$ cat src/rtl/core_seq_pkg.sv
// Shared types and constants for the UART transaction sequencer.
package core_seq_pkg;

    // 11 states in a 4-bit encoding
    typedef enum logic [3:0] {
        StIdle  = 4'd0,
        StLdAm  = 4'd1,
        StLdAl  = 4'd2,
        StLdBm  = 4'd3,
        StLdBl  = 4'd4,
        StExe   = 4'd5,
        StWaitC = 4'd6,
        StSendM = 4'd7,
        StWaitM = 4'd8,
        StSendL = 4'd9,
        StWaitL = 4'd10
    } seq_state_e;

    localparam logic [1:0] ERR_NONE  = 2'b00;
    localparam logic [1:0] ERR_RXGAP = 2'b01;
    localparam logic [1:0] ERR_ALU   = 2'b10;

    // Successor of a byte-load state once its byte has arrived
    function automatic seq_state_e next_ld_state(seq_state_e s);
        case (s)
            StLdAm:  return StLdAl;
            StLdAl:  return StLdBm;
            StLdBm:  return StLdBl;
            default: return StExe;
        endcase
    endfunction

    // Timeout counter width: wide enough to hold the larger limit minus one
    function automatic int unsigned cnt_width(int unsigned a, int unsigned b);
        int unsigned m;
        m = (a > b) ? a : b;
        return (m > 2) ? $clog2(m) : 1;
    endfunction

endpackage

$ cat src/rtl/seq_timeout_cnt.sv
// Cycle counter shared by the RX inter-byte and ALU-wait timeouts.
// The clearing cycle counts as cycle zero, so the register holds the number
// of cycles elapsed since the last clear; expiry is flagged in the cycle the
// elapsed count equals the limit while no clear is present.
module seq_timeout_cnt #(
    parameter int unsigned CNT_W = 16
) (
    input  logic             i_clk,
    input  logic             i_rst_n,
    input  logic             i_clr,
    input  logic             i_en,
    input  logic [CNT_W-1:0] i_limit,
    output logic             o_expired
);

    logic [CNT_W-1:0] r_cnt;

    // Restart on clear (next cycle is cycle one), otherwise count while enabled
    always_ff @(posedge i_clk or negedge i_rst_n) begin
        if (!i_rst_n) begin
            r_cnt <= '0;
        end else if (i_clr) begin
            r_cnt <= CNT_W'(1);
        end else if (i_en) begin
            r_cnt <= r_cnt + CNT_W'(1);
        end
    end

    // A clear in the same cycle always beats expiry
    assign o_expired = i_en & ~i_clr & (r_cnt == i_limit);

endmodule

$ cat src/rtl/core_uart_sequencer.sv
// Transaction sequencer: 5 RX bytes -> one ALU run -> 2 TX bytes, with
// inter-byte and ALU timeouts, overrun flag and completed-operation counter.
module core_uart_sequencer
    import core_seq_pkg::*;
#(
    parameter int unsigned RX_GAP_MAX   = 50000,
    parameter int unsigned ALU_WAIT_MAX = 64,
    parameter int unsigned OPCNT_W      = 8
) (
    input  logic               CLK,
    input  logic               RST,
    input  logic               Rx_DV_in,
    input  logic               Tx_Done_in,
    input  logic               c_valid_in,
    output logic               En_out,
    output logic               Load_INS_en_out,
    output logic               Load_MSB_a_en_out,
    output logic               Load_LSB_a_en_out,
    output logic               Load_MSB_b_en_out,
    output logic               Load_LSB_b_en_out,
    output logic               Tx_DV_out,
    output logic               MLSB_SEL_Tx_Byte_out,
    output logic               Busy_out,
    output logic               Err_out,
    output logic [1:0]         Err_code_out,
    output logic               Overrun_out,
    output logic [OPCNT_W-1:0] Op_count_out
);

    localparam int unsigned CNT_W = cnt_width(RX_GAP_MAX, ALU_WAIT_MAX);

    seq_state_e         r_state;
    logic               r_sel;
    logic [1:0]         r_err_code;
    logic               r_overrun;
    logic [OPCNT_W-1:0] r_op_count;

    logic               w_ld_phase;
    logic               w_rx_drop;
    logic               w_cnt_clr;
    logic               w_cnt_en;
    logic [CNT_W-1:0]   w_limit;
    logic               w_expired;

    // Phase decode shared by the timeout and flag logic
    always_comb begin
        w_ld_phase = r_state inside {StLdAm, StLdAl, StLdBm, StLdBl};
        w_rx_drop  = Rx_DV_in &
                     (r_state inside {StExe, StWaitC, StSendM, StWaitM, StSendL, StWaitL});
        // RX timeout restarts on every accepted byte, ALU timeout in EXE
        w_cnt_clr  = (Rx_DV_in & (w_ld_phase | (r_state == StIdle))) | (r_state == StExe);
        w_cnt_en   = w_ld_phase | (r_state == StWaitC);
        w_limit    = w_ld_phase ? CNT_W'(RX_GAP_MAX - 1) : CNT_W'(ALU_WAIT_MAX - 1);
    end

    seq_timeout_cnt #(
        .CNT_W(CNT_W)
    ) u_timeout (
        .i_clk    (CLK),
        .i_rst_n  (RST),
        .i_clr    (w_cnt_clr),
        .i_en     (w_cnt_en),
        .i_limit  (w_limit),
        .o_expired(w_expired)
    );

    // Sequencer FSM with its registered byte-select, error code, overrun and op counter
    always_ff @(posedge CLK or negedge RST) begin
        if (!RST) begin
            r_state    <= StIdle;
            r_sel      <= 1'b0;
            r_err_code <= ERR_NONE;
            r_overrun  <= 1'b0;
            r_op_count <= '0;
        end else begin
            if (w_rx_drop) begin
                r_overrun <= 1'b1;
            end
            unique case (r_state)
                StIdle: begin
                    if (Rx_DV_in) begin
                        r_state   <= StLdAm;
                        r_overrun <= 1'b0;
                    end
                end
                StLdAm, StLdAl, StLdBm, StLdBl: begin
                    if (Rx_DV_in) begin
                        r_state <= next_ld_state(r_state);
                    end else if (w_expired) begin
                        r_state    <= StIdle;
                        r_err_code <= ERR_RXGAP;
                    end
                end
                StExe: r_state <= StWaitC;
                StWaitC: begin
                    if (c_valid_in) begin
                        r_state <= StSendM;
                    end else if (w_expired) begin
                        r_state    <= StIdle;
                        r_err_code <= ERR_ALU;
                    end
                end
                StSendM: r_state <= StWaitM;
                StWaitM: begin
                    if (Tx_Done_in) begin
                        r_state <= StSendL;
                        r_sel   <= 1'b1;
                    end
                end
                StSendL: r_state <= StWaitL;
                StWaitL: begin
                    if (Tx_Done_in) begin
                        r_state    <= StIdle;
                        r_sel      <= 1'b0;
                        r_op_count <= r_op_count + OPCNT_W'(1);
                    end
                end
                default: begin
                    r_state <= StIdle;
                    r_sel   <= 1'b0;
                end
            endcase
        end
    end

    // Load enables fire in the same cycle as the byte so the write lands with it
    always_comb begin
        Load_INS_en_out   = (r_state == StIdle) & Rx_DV_in;
        Load_MSB_a_en_out = (r_state == StLdAm) & Rx_DV_in;
        Load_LSB_a_en_out = (r_state == StLdAl) & Rx_DV_in;
        Load_MSB_b_en_out = (r_state == StLdBm) & Rx_DV_in;
        Load_LSB_b_en_out = (r_state == StLdBl) & Rx_DV_in;
        En_out            = (r_state == StExe);
        Tx_DV_out         = (r_state == StSendM) | (r_state == StSendL);
        Busy_out          = (r_state != StIdle);
        // In load states the counter clear is Rx_DV_in, so only c_valid_in needs masking
        Err_out           = w_expired & ~((r_state == StWaitC) & c_valid_in);
        MLSB_SEL_Tx_Byte_out = r_sel;
        Err_code_out      = r_err_code;
        Overrun_out       = r_overrun;
        Op_count_out      = r_op_count;
    end

endmodule
$ cat config.mk
export PLATFORM = sky130hd
export DESIGN_NAME = core_uart_sequencer
export DESIGN_NICKNAME = d
export VERILOG_FILES = /design/src/rtl/core_seq_pkg.sv /design/src/rtl/seq_timeout_cnt.sv /design/src/rtl/core_uart_sequencer.sv
export SDC_FILE = /design/constraint.sdc
export NUM_CORES = 1
export LEC_CHECK = 0
export BUFFER_PORTS_ARGS = -buffer_cell sky130_fd_sc_hd__buf_4
export CAP_MARGIN = 25
export CORE_MARGIN = 2
export CORE_UTILIZATION = 59
export CTS_BUF_LIST = sky130_fd_sc_hd__clkbuf_2
export CTS_CLUSTER_DIAMETER = 30
export DETAILED_ROUTE_END_ITERATION = 7
export PLACE_DENSITY_LB_ADDON = 0.05
export SLEW_MARGIN = 20
export SYNTH_ARGS = -nofsm -noshare
export SYNTH_HDL_FRONTEND = slang
export SYNTH_SLANG_ARGS = --single-unit
$ cat constraint.sdc
create_clock -name CLK -period 2.4 [get_ports CLK]
set_input_delay 0.48 -clock CLK [delete_from_list [all_inputs] [get_ports CLK]]
set_output_delay 0.48 -clock CLK [all_outputs]
set_load 0.05 [all_outputs]
Yosys cells after proc, flatten, opt, wreduce, memory -nomap -nowiden
Cells that the tools add are included.

Latch bits: 0. Bits in read-only memories: 0. Bits in registers: 32. Logic and storage cells: 78. RAM bits: 0. Memories kept: 0. Input port bits: 5.

Shift operators: 0. Multiply operators: 0. Divide/modulo/power cells: 0. Equality and inequality tests: 18. Reductions and logical operators: 12. $lt $le $gt $ge: 0. Bitwise gates (word level): 18. Muxes and demuxes: 22. Add/sub/neg operators: 2.

Operators with widths (number): $mux W16 (3); $pmux W4 S8 (1); $mux W4 (6); $add A16 B1 Y16 const B (1); $eq A16 B16 Y1 (1); $eq A4 B3 Y1 const B (4); $ne A2 B2 Y1 const B (7); $eq A4 B4 Y1 const B (3); $and A1 B1 Y1 (11); $pmux W3 S3 (1); $reduce_or A9 Y1 (1); $add A8 B1 Y8 const B (1); $eq A4 B2 Y1 const B (2); $mux W2 (4); $reduce_bool A4 Y1 (2); $reduce_and A3 Y1 (2); $reduce_bool A6 Y1 (1); $mux W1 (5); $reduce_and A5 Y1 (1); $eq A4 B1 Y1 const B (1); $logic_not A4 Y1 (1); $or A1 B1 Y1 (4); $pmux W2 S2 (1); $reduce_bool A2 Y1 (2); other kinds (4) (6).

Logic depth before layout (Yosys ltp)
Depth in word-level cells: 11. Depth in mapped cells: 7.

By module
Synthesis repeated with hierarchy kept, for this count alone.

Cell total of the unflattened synthesis: 225. Area total of the unflattened synthesis: 2147.1 um^2.

By module, submodules not included: core_uart_sequencer (cells each 122, area each 1126.1 um^2, times used 1, seq. area each 400.4 um^2); seq_timeout_cnt (cells each 103, area each 1021.0 um^2, times used 1, seq. area each 400.4 um^2).

Worst setup path after synthesis
Ideal clock, no wire load.

Kind: register -> output. Start: register r_state[2]. End: output port Load_MSB_a_en_out. Arrival: 2.237 ns. Slack: -0.317 ns. Stages on the path, launching flop included: 4. Data required time: 1.920 ns. Cell sequence: dfrtp_1 > buf_6 > clkbuf_1 > nor4_1.

Word-level cells in the longest chain between the ends: 2.

RTL lines: start, declared (RTL line core_uart_sequencer.sv:32) `seq_state_e r_state;`; start signal, assigned (RTL line core_uart_sequencer.sv:70) `r_state <= StIdle;`; start signal, assigned (RTL line core_uart_sequencer.sv:82) `r_state <= StLdAm;`; start signal, assigned (RTL line core_uart_sequencer.sv:88) `r_state <= next_ld_state(r_state);`; $eq A4 B1 Y1 (RTL line core_uart_sequencer.sv:129) `Load_MSB_a_en_out = (r_state == StLdAm) & Rx_DV_in;`; $and A1 B1 Y1 (RTL line core_uart_sequencer.sv:129); end, declared (RTL line core_uart_sequencer.sv:17) `output logic Load_MSB_a_en_out,`.

Every way passes these cells.

Worst setup path after layout
Start: register r_state[3]. End: output port Err_out.

Word-level cells in the longest chain between the ends: 9.

RTL lines: $eq A4 B1 Y1, or another cell as far along (RTL line core_uart_sequencer.sv:47) `w_ld_phase = r_state inside {StLdAm, StLdAl, StLdBm, StLdBl};`; $reduce_bool A4 Y1 (RTL line core_uart_sequencer.sv:47); $or A1 B1 Y1 (RTL line core_uart_sequencer.sv:51) `w_cnt_clr = (Rx_DV_in & (w_ld_phase | (r_state == StIdle))) | (r_state == StExe);`; $and A1 B1 Y1 (RTL line core_uart_sequencer.sv:51); $or A1 B1 Y1 (RTL line core_uart_sequencer.sv:51); $not A1 Y1 (RTL line seq_timeout_cnt.sv:30) `assign o_expired = i_en & ~i_clr & (r_cnt == i_limit);`; $and A1 B1 Y1 (2 in series) (RTL line seq_timeout_cnt.sv:30); $and A1 B1 Y1 (*) (RTL line core_uart_sequencer.sv:137) `Err_out = w_expired & ~((r_state == StWaitC) & c_valid_in);`; end, declared (RTL line core_uart_sequencer.sv:24) `output logic Err_out,`.

Mark *: on every way between the ends. The rest lies on a longest branch, timed or not.

==> impl_metrics.toml <==
[synth]
ys.flop_type = "dfrtp_1"
synth-edff-count = 0
synth_top_area_cell = "dfrtp_1"
netlist_instances = 199
ys_warn_count = 0
synthTopCellsByCount = "dfrtp_1 (32), nand2_1 (22), nor2_1 (22)"
synth_cell_types = 45
yosysSeqAreaShare = 0.4438
ys_ff_latch = 32
synth_most_common_cell = "dfrtp_1"
synth_area_per_cell_um2 = 9.066
synthArstFlopShare = 1.000
synth_top_area_share = 0.4438
syn-cell-area_um2 = 1804
synth_fp_nets = 206
synth_area_leaders = "dfrtp_1 (44%), xor2_1 (5.8%), nand2_1 (4.6%), nor2_1 (4.6%), xnor2_1 (4.4%)"

[routing]
first_pass_iters = 4
drtAntennaViolNets = 0
route.detailed.drc = 0
wl_per_cell_um = 14.64
wirelength_um = 4010
drt_iter0_markers = 94
vias = 1618
viasPerCell = 5.905

[clock_network]
root_buffer = "clkbuf_2"
ctsLongestPathBuffers = 2
cts_sinks = 32
hold_buffers = 0
cts_inserted_buffers = 5
cts_tree = "yes"
clk_pin_slew_worst_paths_ns = 0.17
clk_latency_ns = 0.37
htree_levels = 2

[sta]
min_period_ns = 2.522
hold_viol = 0
maxSlewHeadroom = 0.7315
timing.hold.ws_ns = 0.004427
fin_ws_ns = -0.1218
setup_viol = 1
slew_violations = 0
fin_crit_sh = 1.051
tightest_slew_ns = 0.4028
fmaxAchievable_mhz = 396.5
rsz0062_at_grt = "yes"
clock_skew_ns = 0.02023

[pwr]
peakVddDrop_v = 0.0005073
power.net_switching_uw = 1079
internal-power_uw = 1220
clock_power_share = 0.106
power_density_nw_per_um2 = 1020
p_leak_uw = 0.001064
pwr-share-comb = 0.570
power.total_uw = 2299
p_sw_frac = 0.4693
p_seq_frac = 0.324

[finish]
antenna-diode-count = 0
area_growth_pct = 24.97
final_nets = 247
num-fill-cells = 236
fin_area_um2 = 2255
layout-drive-gt1-share = 0.2780

[global_route]
grt_max_degree = 33
grt_use_total = 0.2420
grt_pass1_wl_um = 6458
grt_pass1_vias = 1479
antenna_found_initial = 0
grt_overflow = 0

[worst_setup_path]
arrival_ns = 2.04
cp-start-kind = "register"
crit_fanout = 4
cp.required_ns = 1.92
slowest_delay_ns = 0.46
path_cells = "nor4bb_1 > nand4b_1 > a2111o_1 > a21oi_2 > buf_6"
path_buf_inv = 1
slowest_stage = "a2111o_1"
cp-end-kind = "primary output"
path_class = "reg -> out"
critPathTopFamily = "compound AO/OA/AOI/OAI gates"

[floorplan]
rows = 20
io_pins = 26
dieArea_um2 = 3516
start_util = 0.6059
coreArea_um2 = 2978
die_w_um = 59.30
die_h_um = 59.30

[placed_design]
dpl.hpwl_um = 2622
place_ws_ns = 0.2781
place_area_um2 = 2052
portBuffers = 25
gp_congestion = 0.8730

[job]
max_cap_viol_count = 0

[status]
failed_checks = "negative setup slack"
outcome = "complete, but fails checks"

[min_path]
min_path_type = "in -> async"
==> final timing paths <==
path	startpoint	end	slack, ns	cells past startpoint
max in group asynchronous	RST	u_timeout.r_cnt[6]$_DFFE_PN0P_	2.08	1
worst max-delay path	r_state[3]$_DFFE_PN0P_	Err_out	-0.12	5
worst max register to register	r_state[3]$_DFFE_PN0P_	r_state[1]$_DFFE_PN0P_	0.31	7
min in group CLK	c_valid_in	Err_code_out[0]$_DFFE_PN0P_	0.37	3
worst min-delay path	RST	Overrun_out$_DFF_PN0_	0.004	1
worst min register to register	Op_count_out[7]$_DFFE_PN0P_	Op_count_out[7]$_DFFE_PN0P_	0.50	1
==> power groups by stage <==
| stage | logic (uW) | clock network, uW | registers, uW |
|---|---|---|---|
| final | 1310 | 244 | 745 |
| after global routing | 1410 | 272 | 760 |
| after CTS | 1140 | 254 | 741 |
| after detailed placement | 1120 | 0 | 749 |
| after global placement | 1090 | 0 | 743 |
| after floorplan | 757 | 0 | 809 |
==> layout make-up <==
class	instances	area (um2)	share of cell area
clock buffers	5	25.02	0.01110
repair buffers	46	389.1	0.1726
flip-flops and latches	32	804.5	0.3568
multi-input cells	150	962.2	0.4267
well taps	33	41.29	0.01831
clock inverters	3	13.76	0.006104
inverters	5	18.77	0.008324
==> metal layers <==
layer / GRT usage / part of all wire / vias up
li1: - / - / 775
met1: 0.2938 / 0.44 / 789
met2: 0.4003 / 0.50 / 47
met3: 0.05459 / 0.045 / 7
met5: 0 / 0 / -
met4: 0.1234 / 0.015 / 0
==> worst register-to-register path, delay by kind of cell (launching register included) <==
kind,cells,cell delay [ns]
AOI/OAI and AO/OA,2,0.61
buffers and inverters,2,0.28
DFF,1,0.45
and+or+nand+nor,3,0.65
==> layout by cell type, fill, tap and decap left out, types with 2 or more instances in the layout <==
master     synthesis  layout
xnor2_1            9       9
and4b_1            2       2
buf_6              1       5
nor2b_1            3       3
nand4_1            9       9
nand2b_1           2       2
xor2_1            12      12
nor3_2             1       3
nand4b_1           2       2
nor2_1            22      21
a21oi_1           11      10
clkinv_2           0       2
dfrtp_1           32      29
nor3_1             6       4
and2_1             2       2
buf_4              0      39
nand2_1           22      22
and3_1             2       2
nand3_1            3       3
or3_1              2       2
ha_1               2       2
dfrtp_2            0       3
o21ai_0           12      12
and2b_1            2       2
inv_1              5       5
a2bb2oi_1          2       2
clkbuf_2           0       5
==> metrics by stage <==
stage                     std cells  setup TNS (ns)  utilization
after detailed placement        254               0       0.6891
after floorplan                 199         -0.6484            -
after global routing            274         -0.2628       0.7571
final                           274         -0.1218       0.7571
after global placement          254               0       0.6891
after CTS                       267        -0.06795       0.7168
==> registers in the layout, summed over array words and instances, names as in the netlist <==
signal,flops
r_state,4
Err_code_out,2
Overrun_out,1
u_timeout.r_cnt,16
MLSB_SEL_Tx_Byte_out,1
Op_count_out,8
==> cell families (layout without fill, tap and decap cells) <==
logic type	Yosys count	after routing	synth area share
fa+ha+maj	2	2	0.01387
simple gates	92	92	0.2767
mux	1	1	0.006241
buf+inv	17	59	0.04299
flops	32	32	0.4438
compound gates	34	34	0.1144
xor+xnor	21	21	0.1019
==> what timing repair did <==
item | CTS | global route
pin swaps | 1 | 4
gates resized for setup | 3 | 13
endpoints found under the setup margin | 3 | 5
cloned | 0 | 1
setup buffers | 5 | 6
Power figures use the tool's default switching activity.
